==> src/rtl/trng_conditioner_if.sv <==
// trng_conditioner_if
// Groups the raw-sample input stream and the conditioned-word output stream
// of the TRNG conditioner.
//   raw_bit, raw_valid   : raw samples from the ring-oscillator sampler
//   word_out, word_valid : FIFO head word and its valid flag (first-word fall-through)
//   word_pop             : consume the head word
//   fifo_level           : number of buffered words
// The conditioner uses the master modport; the word consumer (register
// wrapper or bench) uses the slave modport. FIFO_DEPTH must match the
// conditioner instance so that fifo_level has the right width.
interface trng_conditioner_if #(
  parameter int FIFO_DEPTH = 8
);
  localparam int LEVEL_W = $clog2(FIFO_DEPTH) + 1;

  logic               raw_bit;
  logic               raw_valid;
  logic [31:0]        word_out;
  logic               word_valid;
  logic               word_pop;
  logic [LEVEL_W-1:0] fifo_level;

  modport master (
    input  raw_bit,
    input  raw_valid,
    input  word_pop,
    output word_out,
    output word_valid,
    output fifo_level
  );

  modport slave (
    output raw_bit,
    output raw_valid,
    output word_pop,
    input  word_out,
    input  word_valid,
    input  fifo_level
  );
endinterface

==> src/rtl/trng_conditioner.sv <==
// trng_conditioner
// Post-processing between the ring-oscillator sampler and the AXI-Lite
// register wrapper. Raw bits run through a repetition-count test and an
// adaptive-proportion test, are debiased by a von Neumann corrector, packed
// MSB-first into 32-bit words and buffered in a small word FIFO.
// Ports:
//   clk, rst       : clock and synchronous active-high reset
//   enable         : when low, raw samples are ignored and the pair register clears
//   clear          : single-cycle pulse with the same effect as rst
//   bus            : raw sample input, FIFO head output, pop and level
//   rct_alarm      : sticky repetition-count failure
//   apt_alarm      : sticky adaptive-proportion failure
//   words_dropped  : saturating count of completed words lost to a full FIFO
module trng_conditioner #(
  parameter int FIFO_DEPTH = 8,
  parameter int RCT_CUTOFF = 32,
  parameter int APT_WINDOW = 1024,
  parameter int APT_CUTOFF = 640
) (
  input  logic                     clk,
  input  logic                     rst,
  input  logic                     enable,
  input  logic                     clear,
  trng_conditioner_if.master       bus,
  output logic                     rct_alarm,
  output logic                     apt_alarm,
  output logic [15:0]              words_dropped
);

  localparam int PTR_W   = $clog2(FIFO_DEPTH);
  localparam int LEVEL_W = PTR_W + 1;
  localparam int RUN_W   = $clog2(RCT_CUTOFF + 1);
  localparam int WIN_W   = $clog2(APT_WINDOW);
  localparam int MATCH_W = $clog2(APT_WINDOW + 1);

  localparam logic [RUN_W-1:0]   RCT_MAX    = RUN_W'(RCT_CUTOFF);
  localparam logic [MATCH_W-1:0] APT_MAX    = MATCH_W'(APT_CUTOFF);
  localparam logic [LEVEL_W-1:0] FULL_LEVEL = LEVEL_W'(FIFO_DEPTH);

  typedef enum logic {
    VN_EMPTY,
    VN_HELD
  } vn_state_t;

  logic               accepted;

  logic               last_bit;
  logic               have_last;
  logic [RUN_W-1:0]   run_cnt;
  logic [RUN_W-1:0]   run_next;
  logic               rct_hit;

  logic [WIN_W-1:0]   win_cnt;
  logic               apt_ref;
  logic [MATCH_W-1:0] match_cnt;
  logic [MATCH_W-1:0] match_next;
  logic               apt_hit;

  logic               alarm_active;
  logic               alarm_flush;
  logic               assemble_ok;

  vn_state_t          vn_state;
  vn_state_t          vn_next;
  logic               held_bit;
  logic               held_next;
  logic               vn_emit;

  logic [31:0]        shift_reg;
  logic [4:0]         bit_cnt;
  logic               word_done;

  logic [31:0]        mem [FIFO_DEPTH];
  logic [PTR_W-1:0]   rd_ptr;
  logic [PTR_W-1:0]   wr_ptr;
  logic [LEVEL_W-1:0] level;
  logic               fifo_full;
  logic               fifo_empty;
  logic               push;
  logic               pop;
  logic               fifo_write;

  // A raw sample only counts when the block is enabled and not being reset
  // or cleared in the same cycle.
  assign accepted = bus.raw_valid & enable & ~rst & ~clear;

  // Repetition-count test: the run restarts at 1 on a changed bit or on the
  // very first bit after reset, and otherwise grows until it saturates at
  // the cutoff. Saturation keeps the counter from wrapping during a stuck
  // source; the alarm is sticky anyway.
  always_comb begin
    run_next = run_cnt;
    if (!have_last || (bus.raw_bit != last_bit)) begin
      run_next = RUN_W'(1);
    end else if (run_cnt != RCT_MAX) begin
      run_next = run_cnt + RUN_W'(1);
    end
  end

  assign rct_hit = accepted & (run_next == RCT_MAX);

  // Adaptive-proportion test: the first bit of every window becomes the
  // reference and counts as the first match. The window counter wraps
  // naturally because the window length is a power of two.
  always_comb begin
    match_next = match_cnt;
    if (win_cnt == '0) begin
      match_next = MATCH_W'(1);
    end else if (bus.raw_bit == apt_ref) begin
      match_next = match_cnt + MATCH_W'(1);
    end
  end

  assign apt_hit = accepted & (match_next == APT_MAX);

  // alarm_flush marks the edge on which a health test trips; the FIFO and
  // the partial word are discarded on that edge. No corrected bits are
  // produced while an alarm is active or being raised.
  assign alarm_active = rct_alarm | apt_alarm;
  assign alarm_flush  = rct_hit | apt_hit;
  assign assemble_ok  = accepted & ~alarm_active & ~alarm_flush;

  // Health-test state. Counters keep running under an alarm so the tests
  // stay continuous; only rst or clear removes an alarm.
  always_ff @(posedge clk) begin
    if (rst || clear) begin
      last_bit  <= 1'b0;
      have_last <= 1'b0;
      run_cnt   <= '0;
      win_cnt   <= '0;
      apt_ref   <= 1'b0;
      match_cnt <= '0;
      rct_alarm <= 1'b0;
      apt_alarm <= 1'b0;
    end else if (accepted) begin
      last_bit  <= bus.raw_bit;
      have_last <= 1'b1;
      run_cnt   <= run_next;
      win_cnt   <= win_cnt + WIN_W'(1);
      match_cnt <= match_next;
      if (win_cnt == '0) begin
        apt_ref <= bus.raw_bit;
      end
      if (rct_hit) begin
        rct_alarm <= 1'b1;
      end
      if (apt_hit) begin
        apt_alarm <= 1'b1;
      end
    end
  end

  // Von Neumann corrector state register.
  always_ff @(posedge clk) begin
    if (rst || clear) begin
      vn_state <= VN_EMPTY;
      held_bit <= 1'b0;
    end else begin
      vn_state <= vn_next;
      held_bit <= held_next;
    end
  end

  // Von Neumann next state: the second bit of a pair emits the held bit
  // when the two differ (10 -> 1, 01 -> 0). Disabling the block or an
  // alarm drops any half pair so pairs realign on the next accepted bit.
  always_comb begin
    vn_next   = vn_state;
    held_next = held_bit;
    vn_emit   = 1'b0;
    if (!enable || alarm_active || alarm_flush) begin
      vn_next = VN_EMPTY;
    end else if (assemble_ok) begin
      case (vn_state)
        VN_EMPTY: begin
          vn_next   = VN_HELD;
          held_next = bus.raw_bit;
        end
        VN_HELD: begin
          vn_next = VN_EMPTY;
          vn_emit = (held_bit != bus.raw_bit);
        end
        default: begin
          vn_next = VN_EMPTY;
        end
      endcase
    end
  end

  // Word assembler: the first corrected bit ends up as the MSB. word_done
  // pulses for one cycle after the 32nd bit; shift_reg still holds the full
  // word on the following edge because the next emission needs a complete
  // pair, i.e. at least two more accepted bits.
  always_ff @(posedge clk) begin
    if (rst || clear || alarm_flush) begin
      shift_reg <= '0;
      bit_cnt   <= '0;
      word_done <= 1'b0;
    end else begin
      word_done <= 1'b0;
      if (vn_emit) begin
        shift_reg <= {shift_reg[30:0], held_bit};
        bit_cnt   <= bit_cnt + 5'd1;
        if (bit_cnt == 5'd31) begin
          word_done <= 1'b1;
        end
      end
    end
  end

  // FIFO control. A pop frees the head slot in the same cycle, so a push
  // into a full FIFO still succeeds when it coincides with a pop.
  assign fifo_full  = (level == FULL_LEVEL);
  assign fifo_empty = (level == '0);
  assign push       = word_done & ~alarm_active;
  assign pop        = bus.word_pop & bus.word_valid;
  assign fifo_write = push & (~fifo_full | pop) & ~rst & ~clear & ~alarm_flush;

  // Word storage; the pointers and level define what is valid, so the
  // array itself needs no reset.
  always_ff @(posedge clk) begin
    if (fifo_write) begin
      mem[wr_ptr] <= shift_reg;
    end
  end

  // Pointers, level and drop counter. An alarm empties the FIFO but keeps
  // the drop count, which only rst or clear resets.
  always_ff @(posedge clk) begin
    if (rst || clear) begin
      rd_ptr        <= '0;
      wr_ptr        <= '0;
      level         <= '0;
      words_dropped <= '0;
    end else if (alarm_flush) begin
      rd_ptr <= '0;
      wr_ptr <= '0;
      level  <= '0;
    end else begin
      if (fifo_write) begin
        wr_ptr <= wr_ptr + PTR_W'(1);
      end
      if (pop) begin
        rd_ptr <= rd_ptr + PTR_W'(1);
      end
      if (push && fifo_full && !pop && (words_dropped != 16'hFFFF)) begin
        words_dropped <= words_dropped + 16'd1;
      end
      case ({fifo_write, pop})
        2'b10:   level <= level + LEVEL_W'(1);
        2'b01:   level <= level - LEVEL_W'(1);
        default: level <= level;
      endcase
    end
  end

  // First-word fall-through head; an empty FIFO reads as zero.
  assign bus.word_out   = fifo_empty ? 32'h0 : mem[rd_ptr];
  assign bus.word_valid = ~fifo_empty & ~alarm_active;
  assign bus.fifo_level = level;

endmodule
==> src/flat_wrapper.sv <==
// flat-port wrapper written by rule: the top's interface ports become plain ports
module trng_conditioner_flat 
#(
  parameter int FIFO_DEPTH = 8,
  parameter int RCT_CUTOFF = 32,
  parameter int APT_WINDOW = 1024,
  parameter int APT_CUTOFF = 640
)
  (clk, rst, enable, clear, rct_alarm, apt_alarm, words_dropped, bus_raw_bit, bus_raw_valid, bus_word_pop, bus_word_out, bus_word_valid, bus_fifo_level);
  trng_conditioner_if #(.FIFO_DEPTH(FIFO_DEPTH)) bus_i ();
  input  logic clk;
  input  logic rst;
  input  logic enable;
  input  logic clear;
  output logic rct_alarm;
  output logic apt_alarm;
  output logic [15:0] words_dropped;
  input wire logic [$bits(bus_i.raw_bit)-1:0] bus_raw_bit;
  input wire logic [$bits(bus_i.raw_valid)-1:0] bus_raw_valid;
  input wire logic [$bits(bus_i.word_pop)-1:0] bus_word_pop;
  output wire logic [$bits(bus_i.word_out)-1:0] bus_word_out;
  output wire logic [$bits(bus_i.word_valid)-1:0] bus_word_valid;
  output wire logic [$bits(bus_i.fifo_level)-1:0] bus_fifo_level;
  assign bus_i.raw_bit = bus_raw_bit;
  assign bus_i.raw_valid = bus_raw_valid;
  assign bus_i.word_pop = bus_word_pop;
  assign bus_word_out = bus_i.word_out;
  assign bus_word_valid = bus_i.word_valid;
  assign bus_fifo_level = bus_i.fifo_level;
  trng_conditioner #(.FIFO_DEPTH(FIFO_DEPTH), .RCT_CUTOFF(RCT_CUTOFF), .APT_WINDOW(APT_WINDOW), .APT_CUTOFF(APT_CUTOFF)) u_core (.clk(clk), .rst(rst), .enable(enable), .clear(clear), .bus(bus_i), .rct_alarm(rct_alarm), .apt_alarm(apt_alarm), .words_dropped(words_dropped));
endmodule
==> config.mk <==
export PLATFORM = sky130hd
export DESIGN_NAME = trng_conditioner_flat
export DESIGN_NICKNAME = d
export VERILOG_FILES = /design/src/rtl/trng_conditioner_if.sv /design/src/rtl/trng_conditioner.sv /design/src/flat_wrapper.sv
export SDC_FILE = /design/constraint.sdc
export NUM_CORES = 1
export LEC_CHECK = 0
export ABC_CLOCK_PERIOD_IN_PS = 6000
export BUFFER_PORTS_ARGS = -buffer_cell sky130_fd_sc_hd__buf_2
export CAP_MARGIN = 20
export CORE_AREA = 2 2 195 197
export CTS_BUF_LIST = sky130_fd_sc_hd__clkbuf_4 sky130_fd_sc_hd__clkbuf_8
export DETAILED_ROUTE_END_ITERATION = 16
export DIE_AREA = 0 0 197 199
export MAX_ROUTING_LAYER = met4
export SETUP_SLACK_MARGIN = 0.02
export SLEW_MARGIN = 20
export SYNTH_ARGS = -nofsm -noshare
export SYNTH_HDL_FRONTEND = slang
export SYNTH_SLANG_ARGS = --single-unit
==> constraint.sdc <==
create_clock -name clk -period 6 [get_ports clk]
set_clock_uncertainty 0.05 [all_clocks]
set_input_delay 0.3 -clock clk [delete_from_list [all_inputs] [get_ports clk]]
set_output_delay 0.3 -clock clk [all_outputs]
set_load 0.1 [all_outputs]
After elaboration in Yosys (flattened, before gate mapping). Memory sizes are Yosys's and may differ from the RTL's. A register that Yosys moved wholly into a read port is not among the register bits. Index checks and enable logic that the tools add are counted.

Bits in registers: 98. RAM bits: 256. Output and inout bits: 55. Word-level logic and storage cells: 101. Memories kept: 1.

Add/sub/neg operators: 9. Equal/unequal tests: 11. Muxes and demuxes: 15. Bitwise gates (word level): 26. Reductions and logical operators: 22.

Memories: u_core.mem (words 8, width 32, rd ports 1, clocked after Yosys merged registers in 1, write ports 1, RTL line trng_conditioner.sv:73) `logic [31:0] mem [FIFO_DEPTH];`.

Operators by type and width (count): 32-bit 2-to-1 mux (1); 11-bit 2-to-1 mux (2); 16-bit by 1-bit adder with 16-bit output (second input constant) (1); 16-bit inequality test (second input constant) (1); 1-bit bitwise AND (14); 6-bit 2-to-1 mux (2); 11-bit by 1-bit adder with 11-bit output (second input constant) (1); 11-bit by 10-bit == test with 1-bit output (second input constant) (1); 10-bit by 1-bit adder with 10-bit output (second input constant) (1); 10-bit zero test (1); 1-bit NOT (9); 4-bit one-hot mux with 2 select lines (1); 2-bit AND reduction (4); 3-bit by 1-bit adder with 3-bit output (second input constant) (2); 6-bit by 1-bit adder with 6-bit output (second input constant) (1); 6-bit == test (second input constant) (1); 1-bit 2-to-1 mux (6); 3-bit 2-to-1 mux (2); 6-bit inequality test (second input constant) (1); 2-bit OR reduction (3); 5-bit by 1-bit adder with 5-bit output (second input constant) (1); 5-bit == test (second input constant) (1); 1-bit logical OR (5); 4-bit by 1-bit adder with 4-bit output (second input constant) (1); 13 further kinds (20).

Depth between registers and ports, before layout. Gate-level depths: netlist (run 1).

Depth in word-level cells: 12. Mapped depth: 16.

Least setup slack after synthesis (run 1). Ideal clock, no wire load.

Kind: reg-to-reg. From: register u_core.level[1], in the netlist u_core.bus.fifo_level[1]. To: memory u_core.mem[1][0] (enable). Setup time: 0.513 ns. Arrival time: 5.388 ns. Data required time: 5.437 ns. Slack: 0.049 ns. Cell stages (with the launch flop): 7. Buffers on the path: 1. Period minus slack after synthesis: 5.951 ns. Cell sequence: dfxtp_1 clkbuf_1 nor3_1 nand3b_1 nor2b_1 nand3_2 nor4b_1.

Word-level cells in the longest chain between the ends: 11. Elaborated cells between the ends (all ways): 13. Those cells by class: eq/ne (1); mux (2); bitwise (9); reduce/logical (1).

Ends and longest elaborated chain: start, declared (RTL line trng_conditioner.sv:76) `logic [LEVEL_W-1:0] level;`; start signal, assigned (RTL line trng_conditioner.sv:250) `2'b10: level <= level + LEVEL_W'(1);`; start signal, assigned (RTL line trng_conditioner.sv:251) `2'b01: level <= level - LEVEL_W'(1);`; start signal, assigned (RTL line trng_conditioner.sv:252) `default: level <= level;`; 4-bit zero test (RTL line trng_conditioner.sv:214) `assign fifo_empty = (level == '0);`; 1-bit NOT (RTL line trng_conditioner.sv:259) `assign bus.word_valid = ~fifo_empty & ~alarm_active;`; 1-bit bitwise AND (RTL line trng_conditioner.sv:259); 1-bit bitwise AND (RTL line trng_conditioner.sv:216) `assign pop = bus.word_pop & bus.word_valid;`; 1-bit bitwise OR (*) (RTL line trng_conditioner.sv:217) `assign fifo_write = push & (~fifo_full | pop) & ~rst & ~clear & ~alarm_flush;`; 1-bit bitwise AND (*) (4 in series) (RTL line trng_conditioner.sv:217); 1-bit 2-to-1 mux (*) (RTL line trng_conditioner.sv:222) `if (fifo_write) begin`; 1-bit 2-to-1 mux (implied by the code) (*) (RTL line trng_conditioner.sv:223) `mem[wr_ptr] <= shift_reg;`; end, declared (RTL line trng_conditioner.sv:73).

Every way passes the cells marked *; elsewhere a longest branch is shown, timed or not.

Worst setup path after layout (run 1).
From: input bus_raw_bit. To: register u_core.level[2], in the netlist u_core.bus.fifo_level[2].

Word-level cells in the longest chain between the ends: 10. Elaborated cells between the ends (all ways): 18. Those cells by class: eq/ne (6); mux (4); bitwise (5); reduce/logical (3).

Ends and longest elaborated chain: start, declared (RTL line flat_wrapper.sv:18) `input wire logic [$bits(bus_i.raw_bit)-1:0] bus_raw_bit;`; 1-bit == test or 1-bit inequality test (tied branches) (RTL line trng_conditioner.sv:109, trng_conditioner.sv:93); 11-bit 2-to-1 mux or 1-bit logical OR (tied branches) (RTL line trng_conditioner.sv:109, trng_conditioner.sv:93); 11-bit 2-to-1 mux or 6-bit 2-to-1 mux (tied branches) (RTL line trng_conditioner.sv:107, trng_conditioner.sv:93); 11-bit by 10-bit == test with 1-bit output or 6-bit == test (tied branches) (RTL line trng_conditioner.sv:114, trng_conditioner.sv:100); 1-bit bitwise AND (on tied branches) (RTL line trng_conditioner.sv:114, trng_conditioner.sv:100); 1-bit bitwise OR (*) (RTL line trng_conditioner.sv:120) `assign alarm_flush = rct_hit | apt_hit;`; 1-bit NOT (RTL line trng_conditioner.sv:217); 1-bit bitwise AND (RTL line trng_conditioner.sv:217); 2-bit by 1-bit == test with 1-bit output or 2-bit == test (tied branches) (RTL line trng_conditioner.sv:249) `case ({fifo_write, pop})`; 4-bit one-hot mux with 2 select lines or 2-bit nonzero test (tied branches).

Marked as above. A chain may end at the register's enable or synchronous reset.

==> results of run 1 <==
## tightest hold or removal path: stages
cell and delay [ns]:
buf_2 0.08, and2_1 0.27, xnor2_1 0.13, nor2_1 0.08
## how the worst max path moves through the flow
stage	start	endpoint	slack, ns	cells after the start
finish	bus_raw_bit	u_core.bus.fifo_level[2]	1.90	16
global route	bus_raw_bit	u_core.bus.fifo_level[2]	1.51	16
CTS	bus_raw_bit	u_core.bus.fifo_level[2]	1.98	16
detailed placement	bus_raw_bit	u_core.bus.fifo_level[2]	1.86	15
global placement	bus_raw_bit	u_core.bus.fifo_level[2]	1.89	15
floorplan	u_core.bus.fifo_level[1]	u_core.mem[1][0]	0.05	6
## cell usage after synthesis (7+ instances only)
| master | n | share of area [%] |
|---|---|---|
| o31ai_1 | 36 | 1.8 |
| nand2_1 | 44 | 1.1 |
| nand3_1 | 57 | 1.9 |
| or3_1 | 13 | 0.55 |
| nor2_1 | 84 | 2.1 |
| dfxtp_1 | 101 | 14 |
| edfxtp_1 | 256 | 52 |
| xor2_1 | 14 | 0.83 |
| inv_1 | 11 | 0.28 |
| nand4_1 | 8 | 0.34 |
| o21ai_0 | 16 | 0.54 |
| and3_1 | 11 | 0.47 |
| ha_1 | 13 | 1.1 |
| xnor2_1 | 11 | 0.66 |
| nor4_1 | 7 | 0.30 |
| buf_1 | 12 | 0.31 |
| mux2i_1 | 41 | 2.8 |
| a21oi_1 | 67 | 2.3 |
| nor3_1 | 14 | 0.48 |
| mux4_2 | 64 | 9.8 |
| clkbuf_1 | 43 | 1.1 |
## logic make-up after synthesis
kind of cell	after synthesis	synth area share, %
simple gates	277	9.52
flops	357	66.0
fa+ha+maj	13	1.11
buf+inv	80	2.37
xor+xnor	27	1.75
compound gates	150	6.54
mux	106	12.7
## cells in the final DEF (no fill, tap or decap), types with 3 or more instances in the layout
master,n
o21ai_0,16
clkinv_2,6
bufinv_16,7
nand4_1,8
nor2_1,82
dlygate4sd3_1,5
clkbuf_8,60
nor4_1,5
o211ai_1,3
nand3_1,57
o41ai_1,4
clkinv_1,10
clkbuf_4,20
buf_4,21
xnor2_1,11
ha_1,13
dfxtp_1,98
mux4_2,64
o31ai_1,36
mux2i_1,41
xor2_1,14
nor3_1,13
a31oi_1,5
or3_1,13
a21oi_1,67
or4_1,3
edfxtp_1,256
nor4_2,5
nor2b_1,6
buf_16,3
a22oi_1,4
buf_2,61
nand4b_1,5
and3_1,11
and2_1,6
nand3b_1,3
a211oi_1,3
inv_1,11
nand2_1,43
## where the power goes
part / switching, mW / internal (mW) / leakage (nW)
Sequential: 0.00183 / 2.61 / 3.59
Clock: 0.941 / 1.36 / 0.679
Combinational: 0.0312 / 0.0128 / 1.64
Total: 0.974 / 3.98 / 5.90
## routing by layer
layer	GRT usage [%]	vias to the layer above
li1	-	4087
met1	20.8	4389
met2	27.6	203
met3	2.93	46
met4	4.68	0
met5	-	-
## per-stage QoR
step                      hold slack, ns  cells  worst slack [ns]  area (um^2)  util (%)
final                              0.259   1611              1.90        17000      45.7
after CTS                          0.221   1611              1.98        17000      45.7
after detailed placement           0.413   1500              1.86        15600      42.1
after global routing               0.261   1611              1.51        17000      45.7
after floorplan                    0.376   1010            0.0485        14700         -
after global placement             0.402   1497              1.89        15500      41.8
## cell type report
type,count,area [um^2]
repair buffers,90,596
inverters,11,41.3
clock inverters,26,314
well taps,474,593
flip-flops and latches,357,9720
fillers,3289,20200
multi-input cells,573,4730
clock buffers,80,976
## what timing repair did
action                                 4_1_cts  5_1_grt
hold buffers                                 5        0
setup endpoints to repair                    0        0
endpoints found under the hold margin        8        0
==> metrics.yaml, run 1 <==
status: "finished clean"
min_period_ns: 4.10
die_y_um: 199
cp_slowest_cell: "dlygate4sd3_1"
critical_path_class: "in2reg"
cp_common_cell: "nor2_1"
grt_max_degree: 60
power_mw: 4.96
ys_types: 60
wl_met2_um: 15400
layout_worst_path_cycle_share_pct: 68.3
r2r_cells: 14
wirelength_met1_um: 13400
startpoint_type: "primary input"
top_layer_used: "met4"
die-area_mm2: 0.0392
yosysWarnings: 0
r2r-end: "u_core.bus.fifo_level[2]"
clk_pin_slew_ns: 0.06
root_buffer: "clkbuf_8"
drt_iter0_markers: 542
antenna_found_initial: 0
max_stage_delay_ns: 0.53
drtPass1Iterations: 5
hold_viol_final: 0
core_mm2: 0.0371
cp.buffers_inverters: 2
grt_pass1_vias: 8739
syn_nets: 1030
die_x_um: 197
worst_slew_pin_slew_ns: 0.901
place_congestion: 0.819
final_antenna_net_count: 0
grt_use_total_pct: 16.5
report.final.slew_viol_count: 0
wl_per_cell_um: 19.1
place.detailed.hpwl_um: 17700
synth_area_per_cell_um2: 14.6
htree_levels: 2
viasPerCell: 5.42
clk_latency_ns: 0.61
cts_buffers: 56
synth_edf_count: 256
antenna_cells: 0
crit_chain: "dlygate4sd3_1 -> buf_2 -> xor2_2 -> nor2_1 -> mux2i_1 -> a311o_1 -> a41oi_2 -> nand3_2 -> ha_1 -> xor2_1 -> ha_1 -> a21oi_1 -> xor2_1 -> nor2_1 -> xnor2_1 -> nor2_1"
wl_met3_um: 1350
p_leak_nw: 5.90
initial_core_util_pct: 39.6
numPortBuffers: 61
critPathMaxFanout: 12
finalSetupViolations: 0
rows: 71
ctsResizeCount: 0
grt_pass1_wl_um: 48900
crit_path_end_kind: "flop"
synth_flop_cell: "edfxtp_1"
cts_tree: "done"
finalWirelength_um: 30800
synthArstFlopShare_pct: 0
hold_class: "in2reg"
netlist_area_mm2: 0.0147
min_from: "bus_word_pop"
slew-limit-headroom_pct: 40.0
reg2reg_from: "u_core.apt_ref"
numClockSinks: 357
largest_register_ffs: 256
maxCapViolCount: 0
hold_path_depth: 4
grt-ovfl-total: 0
r2r_slack_ns: 1.96
syn_inst: 1010
tns_ns: 0
critPathTopFamily: "compound AO/OA/AOI/OAI gates"
max_freq_ghz: 0.244
ys_seq_area_share_pct: 66.0
rsz0062_at_grt: "false"
drc: 0
ir_drop_mv: 0.192
syn2layout_area_growth_pct: 15.4
ios: 62
layout-drive-gt1-share_pct: 24.0
nets: 1109
arrival_ns: 4.51
clk_path_buf_depth: 3
ys_ff_latch: 357
dr_total_vias: 8725
required_ns: 6.41
cellPowerDensity_mw_per_mm2: 292
post-cts-setup-buffer-count: 0
Note: power is estimated with default switching activity, not from simulation.
==> inputs of run 2 (changes only) <==
ABC_AREA = 1   (was unset)
ABC_CLOCK_PERIOD_IN_PS = 3570   (was 6000)
CORE_AREA = 2 2 199 201   (was 2 2 195 197)
DIE_AREA = 0 0 201 203   (was 0 0 197 199)
clock period = 3.57 ns   (was 6 ns; I/O delays follow)
==> run 2 against run 1 <==
Sequential power up 68%. Cell area up 3.8%. Non-clock buffer count up 5. Critical endpoint is now bus_word_out[0].
==> metrics.yaml, run 2 <==
status: "finished clean"
cp_common_cell: "o21ai_0"
cp.buffers_inverters: 2
ys_top_cells_by_area: "edfxtp_1, dfxtp_1, nor2_1, o21ai_0, nand2_1"
ys_types: 44
arrival_ns: 3.07
ctsResizeCount: 0
cts_buffers: 59
numClockSinks: 357
htree_levels: 2
finalSetupViolations: 0
p_leak_nw: 6.59
critical_path_class: "reg2out"
synthTopCellsByCount: "edfxtp_1, nor2_1, o21ai_0, nand2_1, dfxtp_1"
crit_path_end_kind: "output port"
final_core_util_pct: 45.8
clk_latency_ns: 0.65
place_congestion: 0.850
synth_top_cell_by_area: "edfxtp_1"
nets: 1548
clk_path_buf_depth: 3
rows: 72
root_buffer: "clkbuf_8"
grtUsageMet2_pct: 29.1
dr_total_vias: 11000
slew-limit-headroom_pct: 45.2
ys_ff_latch: 357
antenna_cells: 0
crit_chain: "buf_4 -> o21ai_0 -> o22ai_1 -> o21ai_0 -> a31oi_1 -> buf_2"
clk_pin_slew_ns: 0.06
cp_slowest_cell: "buf_4"
core_mm2: 0.0385
die-area_mm2: 0.0408
synth_area_per_cell_um2: 10.5
critPathTopFamily: "buffers and inverters"
final_antenna_net_count: 0
drt_iter0_markers: 821
hold_viol_final: 0
tns_ns: 0
grt_use_total_pct: 18.2
layout_commonest_cell: "edfxtp_1"
grt_max_degree: 129
finalWirelength_um: 35600
worst_slew_pin_slew_ns: 0.823
viasPerCell: 5.25
numPortBuffers: 61
rsz0062_at_grt: "false"
ios: 62
max_stage_delay_ns: 0.64
syn_nets: 1477
hold_class: "in2reg"
synth.top_cell.area_share_pct: 50.2
use_met1_pct: 23.5
required_ns: 3.34
synthArstFlopShare_pct: 0
die_x_um: 201
syn_inst: 1457
busiest_layer: "met2"
layout_common_cells: "edfxtp_1, nor2_1, o21ai_0"
ys_seq_area_share_pct: 63.5
place.detailed.hpwl_um: 19800
grt_pass1_vias: 10900
min_period_ns: 3.30
grt_pass1_wl_um: 57900
grt-ovfl-total: 0
antenna_found_initial: 0
max_freq_ghz: 0.303
syn2layout_area_growth_pct: 15.1
die_y_um: 203
startpoint_type: "flop"
cellPowerDensity_mw_per_mm2: 470
initial_core_util_pct: 39.8
wl_per_cell_um: 17.0
ir_drop_mv: 0.262
largest_register_ffs: 256
layout-drive-gt1-share_pct: 19.9
drtPass1Iterations: 5
layout_worst_path_cycle_share_pct: 92.5
cts_tree: "done"
yosysWarnings: 0
report.final.slew_viol_count: 0
synth_flop_cell: "edfxtp_1"
critPathMaxFanout: 64
synth_edf_count: 256
netlist_area_mm2: 0.0153
drc: 0
maxCapViolCount: 0
met3_usage_pct: 3.40
## run 2: cell types whose count changed after synthesis, moves of 30 or more
cell     previous run  this run
mux2i_1            41         0
o22ai_1             0        39
nand4_1             8        68
o21ai_0            16       171
o31ai_1            36         0
mux4_2             64         0
a21oi_2             0        30
a31oi_1             5        35
nor2_1             84       256
nand2_1            44       130
inv_1              11        61
## run 2: metal layers
metal	vias to the layer above	share of wire, %
li1	5332	-
met1	5282	46
met2	317	47
met3	65	5.4
met4	0	2.3
met5	-	0
## run 2: worst register-to-register path, cell delays in order, from the launching register on
cell	delay [ns]
dfxtp_1	0.41
ha_1	0.25
nand3_1	0.09
nor2_1	0.23
nand3_1	0.13
nand2_1	0.08
nand3_1	0.15
nand3_1	0.18
nor2_4	0.05
nand2_4	0.09
nand4_1	0.19
ha_1	0.32
nand2_1	0.08
inv_1	0.06
nor4_1	0.30
a21oi_1	0.10
o21ai_0	0.11
xor2_1	0.16
nor2_1	0.06
## run 2: report_power, final
part / internal (mW) / switching [mW] / total [mW]
Sequential: 4.39 / 0.00411 / 4.39
Combinational: 0.0243 / 0.0633 / 0.0876
Clock: 2.17 / 1.62 / 3.79
Total: 6.58 / 1.69 / 8.27
## run 2: repair_timing
action                    CTS  global route
hold endpoints to repair    7             0
setup buffers               0             0
hold buffers                3             0
## run 2: kinds of logic after synthesis
group                      count (synthesis)  share of synthesized area, %
AOI/OAI and AO/OA                        329                          12.2
xor gates and xnor gates                  22                          1.26
DFF                                      357                          63.5
and+or+nand+nor                          573                          17.4
buffers and inverters                    163                          4.66
adders and majority gates                 13                          1.06
## run 2: worst paths after layout
check,from,endpoint,cells past startpoint,slack [ns]
worst max-delay path,flop,bus_word_out[0],6,0.27
worst min-delay path,bus_raw_valid,u_core.have_last,3,0.09
worst max register to register,u_core.match_cnt[0],u_core.bus.fifo_level[3],18,0.38
worst min register to register,u_core.vn_state,u_core.vn_state,2,0.41
## run 2: through the flow
step,cells,setup slack (ns),hold slack [ns],total power [mW],instance area (um^2)
after CTS,2095,0.252,0.0417,8.36,17600
final,2096,0.267,0.0866,8.27,17600
after detailed placement,1981,0.470,0.403,4.56,16300
after global placement,1981,0.559,0.397,4.56,16300
after floorplan,1457,0.0737,0.263,4.54,15400
after global routing,2096,0.0327,0.0970,8.55,17600
## run 2: area by class of cell
cell class                 instances  area, um^2
clock inverter                    16         144
fill                            3613       20900
sequential                       357        9720
multi-input combinational        937        4960
tap                              518         648
inverter                          78         294
clock buffer                      95        1140
timing repair buffer              95         701
